[config.mk]
export PLATFORM = sky130hd
export DESIGN_NAME = time_set_ctrl
export DESIGN_NICKNAME = d
export VERILOG_FILES = /design/src/rtl/time_set_ctrl.sv
export SDC_FILE = /design/constraint.sdc
export NUM_CORES = 1
export LEC_CHECK = 0
export CAP_MARGIN = 25
export CORE_MARGIN = 2
export CORE_UTILIZATION = 53
export DETAILED_ROUTE_END_ITERATION = 10
export PLACE_DENSITY_LB_ADDON = 0.25
export REMOVE_ABC_BUFFERS = 1
export SYNTH_ARGS = -nofsm -noshare
export SYNTH_HDL_FRONTEND = slang
export SYNTH_SLANG_ARGS = --single-unit
[constraint.sdc]
create_clock -name clock -period 4.2 [get_ports clock]
set_input_delay 0.42 -clock clock [delete_from_list [all_inputs] [get_ports clock]]
set_output_delay 0.42 -clock clock [all_outputs]
set_load 0.01 [all_outputs]
[src/rtl/time_set_ctrl.sv]
// Mode/edit controller for the 24-hour BCD time counter: captures the live time,
// steps hours then minutes, and commits via a one-cycle load. Optional macro: SET_TIMEOUT_EN.
module time_set_ctrl #(
  parameter int unsigned TIMEOUT_TICKS = 30
) (
  input  logic       clock,
  input  logic       reset_n,
  input  logic       tick,
  input  logic       mode_btn,
  input  logic       inc_btn,
  input  logic [3:0] cur_ms_hr,
  input  logic [3:0] cur_ls_hr,
  input  logic [3:0] cur_ms_min,
  input  logic [3:0] cur_ls_min,
  output logic       cnt_en,
  output logic       load,
  output logic [3:0] ld_ms_hr,
  output logic [3:0] ld_ls_hr,
  output logic [3:0] ld_ms_min,
  output logic [3:0] ld_ls_min,
  output logic [3:0] ld_ms_sec,
  output logic [3:0] ld_ls_sec,
  output logic       set_hr,
  output logic       set_min,
  output logic       blink
);

  typedef enum logic [1:0] {StRun, StSetHr, StSetMin, StCommit} state_e;

  state_e     state_d, state_q;
  logic [7:0] hr_d, hr_q, min_d, min_q;
  logic [7:0] ld_hr_d, ld_hr_q, ld_min_d, ld_min_q;
  logic       cnt_en_d, cnt_en_q;
  logic       load_d, load_q;
  logic       set_hr_d, set_hr_q;
  logic       set_min_d, set_min_q;
  logic       blink_d, blink_q;
  logic       in_edit;
  logic       to_hit;

  // Out-of-range (including non-BCD) values restart from 00.
  function automatic logic [7:0] step_hr(input logic [7:0] v);
    if (v[7:4] > 4'd2 || v[3:0] > 4'd9 || (v[7:4] == 4'd2 && v[3:0] >= 4'd3)) begin
      return 8'h00;
    end else if (v[3:0] == 4'd9) begin
      return {v[7:4] + 4'd1, 4'd0};
    end else begin
      return {v[7:4], v[3:0] + 4'd1};
    end
  endfunction

  function automatic logic [7:0] step_min(input logic [7:0] v);
    if (v[7:4] > 4'd5 || v[3:0] > 4'd9 || (v[7:4] == 4'd5 && v[3:0] == 4'd9)) begin
      return 8'h00;
    end else if (v[3:0] == 4'd9) begin
      return {v[7:4] + 4'd1, 4'd0};
    end else begin
      return {v[7:4], v[3:0] + 4'd1};
    end
  endfunction

  assign in_edit = (state_q == StSetHr) || (state_q == StSetMin);

`ifdef SET_TIMEOUT_EN
  localparam int unsigned ToW = (TIMEOUT_TICKS < 1) ? 1 : $clog2(TIMEOUT_TICKS + 1);

  logic [ToW-1:0] to_cnt_d, to_cnt_q;

  // The terminal tick abandons the edit unless a button arrives in the same cycle.
  assign to_hit = in_edit && tick && !mode_btn && !inc_btn &&
                  (to_cnt_q == ToW'(TIMEOUT_TICKS - 1));

  always_comb begin
    to_cnt_d = to_cnt_q;
    if (!in_edit || mode_btn || inc_btn || to_hit) begin
      to_cnt_d = '0;
    end else if (tick) begin
      to_cnt_d = to_cnt_q + ToW'(1);
    end
  end

  always_ff @(posedge clock) begin
    if (!reset_n) begin
      to_cnt_q <= '0;
    end else begin
      to_cnt_q <= to_cnt_d;
    end
  end
`else
  logic unused_timeout_ticks;
  assign unused_timeout_ticks = (TIMEOUT_TICKS != 0);
  assign to_hit = 1'b0;
`endif

  always_comb begin
    state_d = state_q;
    hr_d    = hr_q;
    min_d   = min_q;
    unique case (state_q)
      StRun: begin
        if (mode_btn) begin
          state_d = StSetHr;
          hr_d    = {cur_ms_hr, cur_ls_hr};
          min_d   = {cur_ms_min, cur_ls_min};
        end
      end
      StSetHr: begin
        if (mode_btn) begin
          state_d = StSetMin;
        end else if (inc_btn) begin
          hr_d = step_hr(hr_q);
        end
      end
      StSetMin: begin
        if (mode_btn) begin
          state_d = StCommit;
        end else if (inc_btn) begin
          min_d = step_min(min_q);
        end
      end
      StCommit: state_d = StRun;
    endcase
    if (to_hit) begin
      state_d = StRun;
    end

    cnt_en_d  = (state_d == StRun);
    load_d    = (state_d == StCommit);
    set_hr_d  = (state_d == StSetHr);
    set_min_d = (state_d == StSetMin);
    ld_hr_d   = load_d ? hr_q : ld_hr_q;
    ld_min_d  = load_d ? min_q : ld_min_q;

    if (state_d != StSetHr && state_d != StSetMin) begin
      blink_d = 1'b0;
    end else if (state_q == StRun) begin
      blink_d = 1'b0;
    end else begin
      blink_d = blink_q ^ tick;
    end
  end

  always_ff @(posedge clock) begin
    if (!reset_n) begin
      state_q   <= StRun;
      hr_q      <= '0;
      min_q     <= '0;
      ld_hr_q   <= '0;
      ld_min_q  <= '0;
      cnt_en_q  <= 1'b1;
      load_q    <= 1'b0;
      set_hr_q  <= 1'b0;
      set_min_q <= 1'b0;
      blink_q   <= 1'b0;
    end else begin
      state_q   <= state_d;
      hr_q      <= hr_d;
      min_q     <= min_d;
      ld_hr_q   <= ld_hr_d;
      ld_min_q  <= ld_min_d;
      cnt_en_q  <= cnt_en_d;
      load_q    <= load_d;
      set_hr_q  <= set_hr_d;
      set_min_q <= set_min_d;
      blink_q   <= blink_d;
    end
  end

  assign cnt_en    = cnt_en_q;
  assign load      = load_q;
  assign ld_ms_hr  = ld_hr_q[7:4];
  assign ld_ls_hr  = ld_hr_q[3:0];
  assign ld_ms_min = ld_min_q[7:4];
  assign ld_ls_min = ld_min_q[3:0];
  // Commit always restarts the minute at :00.
  assign ld_ms_sec = 4'd0;
  assign ld_ls_sec = 4'd0;
  assign set_hr    = set_hr_q;
  assign set_min   = set_min_q;
  assign blink     = blink_q;

endmodule
# Word level (Yosys, flattened, before mapping)
# Cells that the tools add are included.
[totals]
rom_bits = 0
elab_cells = 74
latchBits = 0
memories = 0
ff_bits = 39
ramBits = 0
[classes]
bitwise_logic = 2
multipliers = 0
add_sub_neg = 4
n_reduce_logical = 16
n_lt_le_gt_ge = 5
mux = 16
n_shift = 0
div_mod_pow = 0
eq_ne = 19
[ops]
columns = ["op", "count"]
rows = [
  ["$mux 8", 10],
  ["$pmux 8 s2", 2],
  ["$add 4x1->4 const B", 4],
  ["$ne 2x2->1 const B", 6],
  ["$reduce_and 5->1", 2],
  ["$eq 2x2->1 const B", 4],
  ["$eq 4x4->1 const B", 2],
  ["$gt 4x4->1 const B", 2],
  ["$pmux 2 s4", 1],
  ["$reduce_and 4->1", 2],
  ["$mux 2", 3],
  ["$ne 3x1->1 const B", 2],
  ["$eq 2x1->1 const B", 2],
  ["$eq 4x2->1 const B", 1],
  ["$eq 4x3->1 const B", 1],
  ["$ge 4x2->1 const B", 1],
  ["$gt 4x2->1 const B", 1],
  ["$gt 4x3->1 const B", 1],
  ["$logic_not 2->1", 2],
  ["$logic_or 1x1->1", 4],
  ["$reduce_bool 2->1", 2],
  ["$logic_and 1x1->1", 3],
  ["$reduce_or 3->1", 1],
  ["$ne 2x1->1 const B", 1],
  ["other kinds (2)", 2],
]

# Depth between registers and ports, before layout
[logic_depth]
word_depth = 7
mapped_depth = 10
ltp_nobuf = 7

# Worst setup path after synthesis
# OpenSTA, ideal clock, no wires.
[synth_timing]
kind = "reg-to-reg"
startpoint = "reg state_q[1]"
endpoint = "reg ld_hr_q[2]"
path_slack_ps = 1772
t_required_ps = 4072
n_path_buf = 4
stages_incl_launch_ff = 10
setup_time_ps = 128
t_arrival_ps = 2300
period_less_slack_ps = 2428
path_cell_list = "dfxtp_1 > buf_2 > nand2b_1 > clkbuf_1 > o21ai_0 > ha_1 > clkbuf_1 > clkbuf_1 > mux2i_1 > nor2_1"
[synth_via]
elab_chain_len = 3
elab_cells_between_ends = 9
cone_classes = "4 x eq/ne; 4 x mux; 1 x reduce/logical"
[synth_rtl]
columns = ["element", "line_no", "source"]
rows = [
  ["start, declared", "30", "state_e state_d, state_q;"],
  ["start signal, assigned", "145", "state_q <= StRun;"],
  ["start signal, assigned", "156", "state_q <= state_d;"],
  ["$eq 2x2->1, or another cell as far along", "99", "unique case (state_q)"],
  ["$pmux 2 s4 *", "99", ""],
  ["via state_d[0]", "30", ""],
  ["$eq 2x2->1 *", "128", "load_d = (state_d == StCommit);"],
  ["via load_d", "34", "logic load_d, load_q;"],
  ["end signal, assigned", "159", "ld_hr_q <= ld_hr_d;"],
  ["end, declared", "32", "logic [7:0] ld_hr_d, ld_hr_q, ld_min_d, ld_min_q;"],
]
# Mark *: on every way through the listed nets, which the timed path passes. The rest lies on a longest branch.
# A chain may end at the register's enable or synchronous reset.

# Worst setup path after layout
[layout_timing]
startpoint = "reg state_q[1]"
endpoint = "reg ld_min_q[7]"
[layout_via]
elab_chain_len = 3
elab_cells_between_ends = 9
cone_classes = "4 x eq/ne; 4 x mux; 1 x reduce/logical"
[layout_rtl]
columns = ["element", "line_no", "source"]
rows = [
  ["$eq 2x2->1, or another cell as far along", "99", ""],
  ["$pmux 2 s4 *", "99", ""],
  ["via state_d[1]", "30", ""],
  ["$eq 2x2->1 *", "128", ""],
  ["via load_d", "34", ""],
  ["end signal, assigned", "160", "ld_min_q <= ld_min_d;"],
  ["end, declared", "32", ""],
]
# Marked as above.

==> results_dict.tcl <==
set metrics [dict create \
    outcome "finished, final reports clean" \
    synthTopCellsByArea "dfxtp_1 39%, mux2i_1 8.0%, nor2_1 6.2%" \
    fillCellCount 306 \
    yosys.area_share.xor_xnor_pct 0.436 \
    final_nets 299 \
    h-tree-depth 2 \
    avgSynthCellArea_um2 8.62 \
    path_max_fanout 17 \
    clock_latency_ps 290 \
    synth_fa_ha_area_share_pct 5.61 \
    fin_cells 318 \
    finalWirelength_um 4330 \
    num_antenna_cells 0 \
    power.total_uw 949 \
    globalplace.congestion 0.842 \
    grt_pass1_vias 1586 \
    die_h_um 65.6 \
    finalSetupViolations 0 \
    slowest_stage "ha_1" \
    comb_power_share_pct 17.1 \
    period_needed_ps 2560 \
    seqPwrFrac_pct 44.5 \
    synthDistinctLibCells 47 \
    fin_crit_sh_pct 61.0 \
    first_pass_iters 4 \
    cp-end-kind "register" \
    peakVddDrop_mv 0.234 \
    rows 22 \
    cp.required_ps 4360 \
    power_switching_share_pct 25.4 \
    synth_cells 233 \
    fp.dieArea_um2 4300 \
    grt_usage_pct 21.3 \
    synth-simple-area-share_pct 17.7 \
    setup_ws_ps 1640 \
    synth_commonest_cells "39 x dfxtp_1, 33 x nor2_1, 16 x a21oi_1, 16 x mux2i_1, 14 x o21ai_0" \
    power_per_cell_area_nw_per_um2 375 \
    dp.cells 310 \
    synth_top_family_by_area "compound AO/OA/AOI/OAI gates" \
    min_to "ld_hr_q[4]$_SDFFE_PN0P_" \
    num_vias 1764 \
    leakagePower_nw 0.977 \
    grt_max_degree 23 \
    synthArstFlopShare_pct 0 \
    clock_skew_ps 8.24 \
    synth.top_cell.area_share_pct 38.9 \
    synth_area_um2 2010 \
    core_um2 3660 \
    ant_nets 0 \
    drc 0 \
    num_io_pins 50 \
    syn_to_final_growth_pct 25.9 \
    ys_ff_latch 39 \
    vias_per_cell 5.55 \
    yosysMostFrequentCell "dfxtp_1" \
    cts_tree "built" \
    final_layout_size_suffix_gt1_share_pct 5.19 \
    maxCapViolations 0 \
    ctsHoldBuffers 0 \
    cts_root_buffer "clkbuf_8" \
    r2r_slack_ps 1640 \
    clkTransAtPathRegs_ps 80 \
    p_clk_share_pct 38.4 \
    muxShareOfSynthArea_pct 7.98 \
    overflow 0 \
    synth-main-ff-cell "dfxtp_1" \
    fmax_mhz 390 \
    slew_violations 0 \
    cts_setup_buffers 0 \
    critPathKind "reg2reg" \
    clock-sinks 39 \
    io_buffers 41 \
    p_sw_uw 241 \
    r2r_cells 6 \
    relSlewSlack_pct 33.9 \
    cp_slowest_stage_delay_ps 820 \
    path_cells "nand2b_1 -> a21boi_0 -> inv_1 -> ha_1 -> mux2i_1 -> nor2_1" \
    min_path_type "reg2reg" \
    arrival_ps 2730 \
    drt_iter0_drc 108 \
    start_kind "register" \
    dpl.hpwl_um 2990 \
    hold_path.startpoint "ld_hr_q[4]$_SDFFE_PN0P_" \
    cts-buffers-inserted 5 \
    avgRoutedWirePerCell_um 13.6 \
    antenna_found_initial 0 \
    dp_slack_ps 1410 \
    synth_edf_count 0 \
    setup_tns_ps 0 \
    ctsResizeCount 0 \
    yosys.area.top_type "dfxtp_1" \
    whs_path_depth 2 \
    ys_warn_count 0 \
    rsz0062_at_grt "no" \
    start_util_pct 54.9 \
    hold_violations 0 \
    reg2reg_to "ld_min_q[7]$_SDFFE_PN0P_" \
    max_slew.worst_pin.slew_ps 991 \
    grt_pass1_wl_um 7130 \
    yosysSeqAreaShare_pct 38.9 \
    p_int_uw 708 \
    fp.dieW_um 65.6 \
    clockBufferDepth 2 \
    r2r_start "state_q[1]$_SDFF_PN0_" \
    synth_compound_area_share_pct 21.7 \
]
[flip-flops by register name, summed over array words and instances, names as in the netlist]
signal / flops
hr_q: 8
ld_hr_q: 8
ld_min_q: 8
cnt_en: 1
min_q: 8
state_q: 2
set_min: 1
blink: 1
load: 1
set_hr: 1
[how the worst max path moves through the flow]
stage	from	endpoint	depth (start not counted)
final	state_q[1]$_SDFF_PN0_	ld_min_q[7]$_SDFFE_PN0P_	6
after global placement	mode_btn	ld_hr_q[3]$_SDFFE_PN0P_	7
after CTS	state_q[1]$_SDFF_PN0_	ld_min_q[1]$_SDFFE_PN0P_	6
after global routing	state_q[1]$_SDFF_PN0_	ld_hr_q[3]$_SDFFE_PN0P_	6
after detailed placement	mode_btn	ld_min_q[1]$_SDFFE_PN0P_	7
after floorplan	state_q[1]$_SDFF_PN0_	ld_hr_q[0]$_SDFFE_PN0P_	5
[metal layers]
layer,part of all wire (%),global-route usage [%],up-vias
met1,47,27.2,832
li1,-,-,876
met4,1.2,9.38,0
met2,46,34.8,51
met3,5.6,4.11,5
met5,0,0,-
[cells by family after synthesis]
kind of cell,after synthesis
and+or+nand+nor,75
AOI/OAI and AO/OA,62
DFF,39
buffers and inverters,30
muxes,16
adders and majority gates,9
other,1
xor gates and xnor gates,1
[stage by stage]
step           instance area, um^2  hold slack [ps]  util (%)
3_5_place_dp                  2390              484      65.4
6_report                      2530              497      69.0
3_3_place_gp                  2390              482      65.4
5_1_grt                       2530              533      69.0
4_1_cts                       2530              506      69.0
2_1_floorplan                 1920              474         -
[placed cells by master (no fill, tap or decap), types with 2 or more instances in the layout]
cell / n
clkdlybuf4s50_1: 41
dfxtp_1: 39
nor2_1: 33
mux2i_1: 16
a21oi_1: 16
o21ai_0: 14
nand2_1: 13
inv_1: 11
ha_1: 9
nand2b_1: 8
conb_1: 8
clkbuf_8: 5
and2_1: 4
nand3_1: 4
nor2b_1: 3
o22ai_1: 3
o21a_1: 3
o211ai_1: 3
a21boi_0: 2
a311oi_1: 2
or2_2: 2
a31oi_1: 2
nand4_1: 2
o211a_1: 2
a32oi_1: 2
bufinv_16: 2
[final cells by class]
cell class | count | area (um^2) | area share [%]
repair buffers | 41 | 410 | 16.2
clock buffers | 6 | 72.6 | 2.87
flip-flops and latches | 39 | 781 | 30.9
clock inverters | 2 | 60.1 | 2.38
inverters | 11 | 41.3 | 1.63
well taps | 48 | 60.1 | 2.38
multi-input cells | 171 | 1100 | 43.6
[critical path, delay by kind of cell (launching register included)]
kind | cells | cell delay [ps]
AOI/OAI and AO/OA | 1 | 280
buffers and inverters | 1 | 150
adders and majority gates | 1 | 820
muxes | 1 | 280
and+or+nand+nor | 2 | 360
DFF | 1 | 540
[power by group through the flow]
stage / sequential, mW / combinational (mW) / clock (mW)
floorplan: 0.424 / 0.105 / 0
global placement: 0.430 / 0.156 / 0
detailed placement: 0.430 / 0.160 / 0
CTS: 0.422 / 0.162 / 0.373
global route: 0.426 / 0.181 / 0.386
finish: 0.422 / 0.162 / 0.365
(Power assumes the default switching activity.)
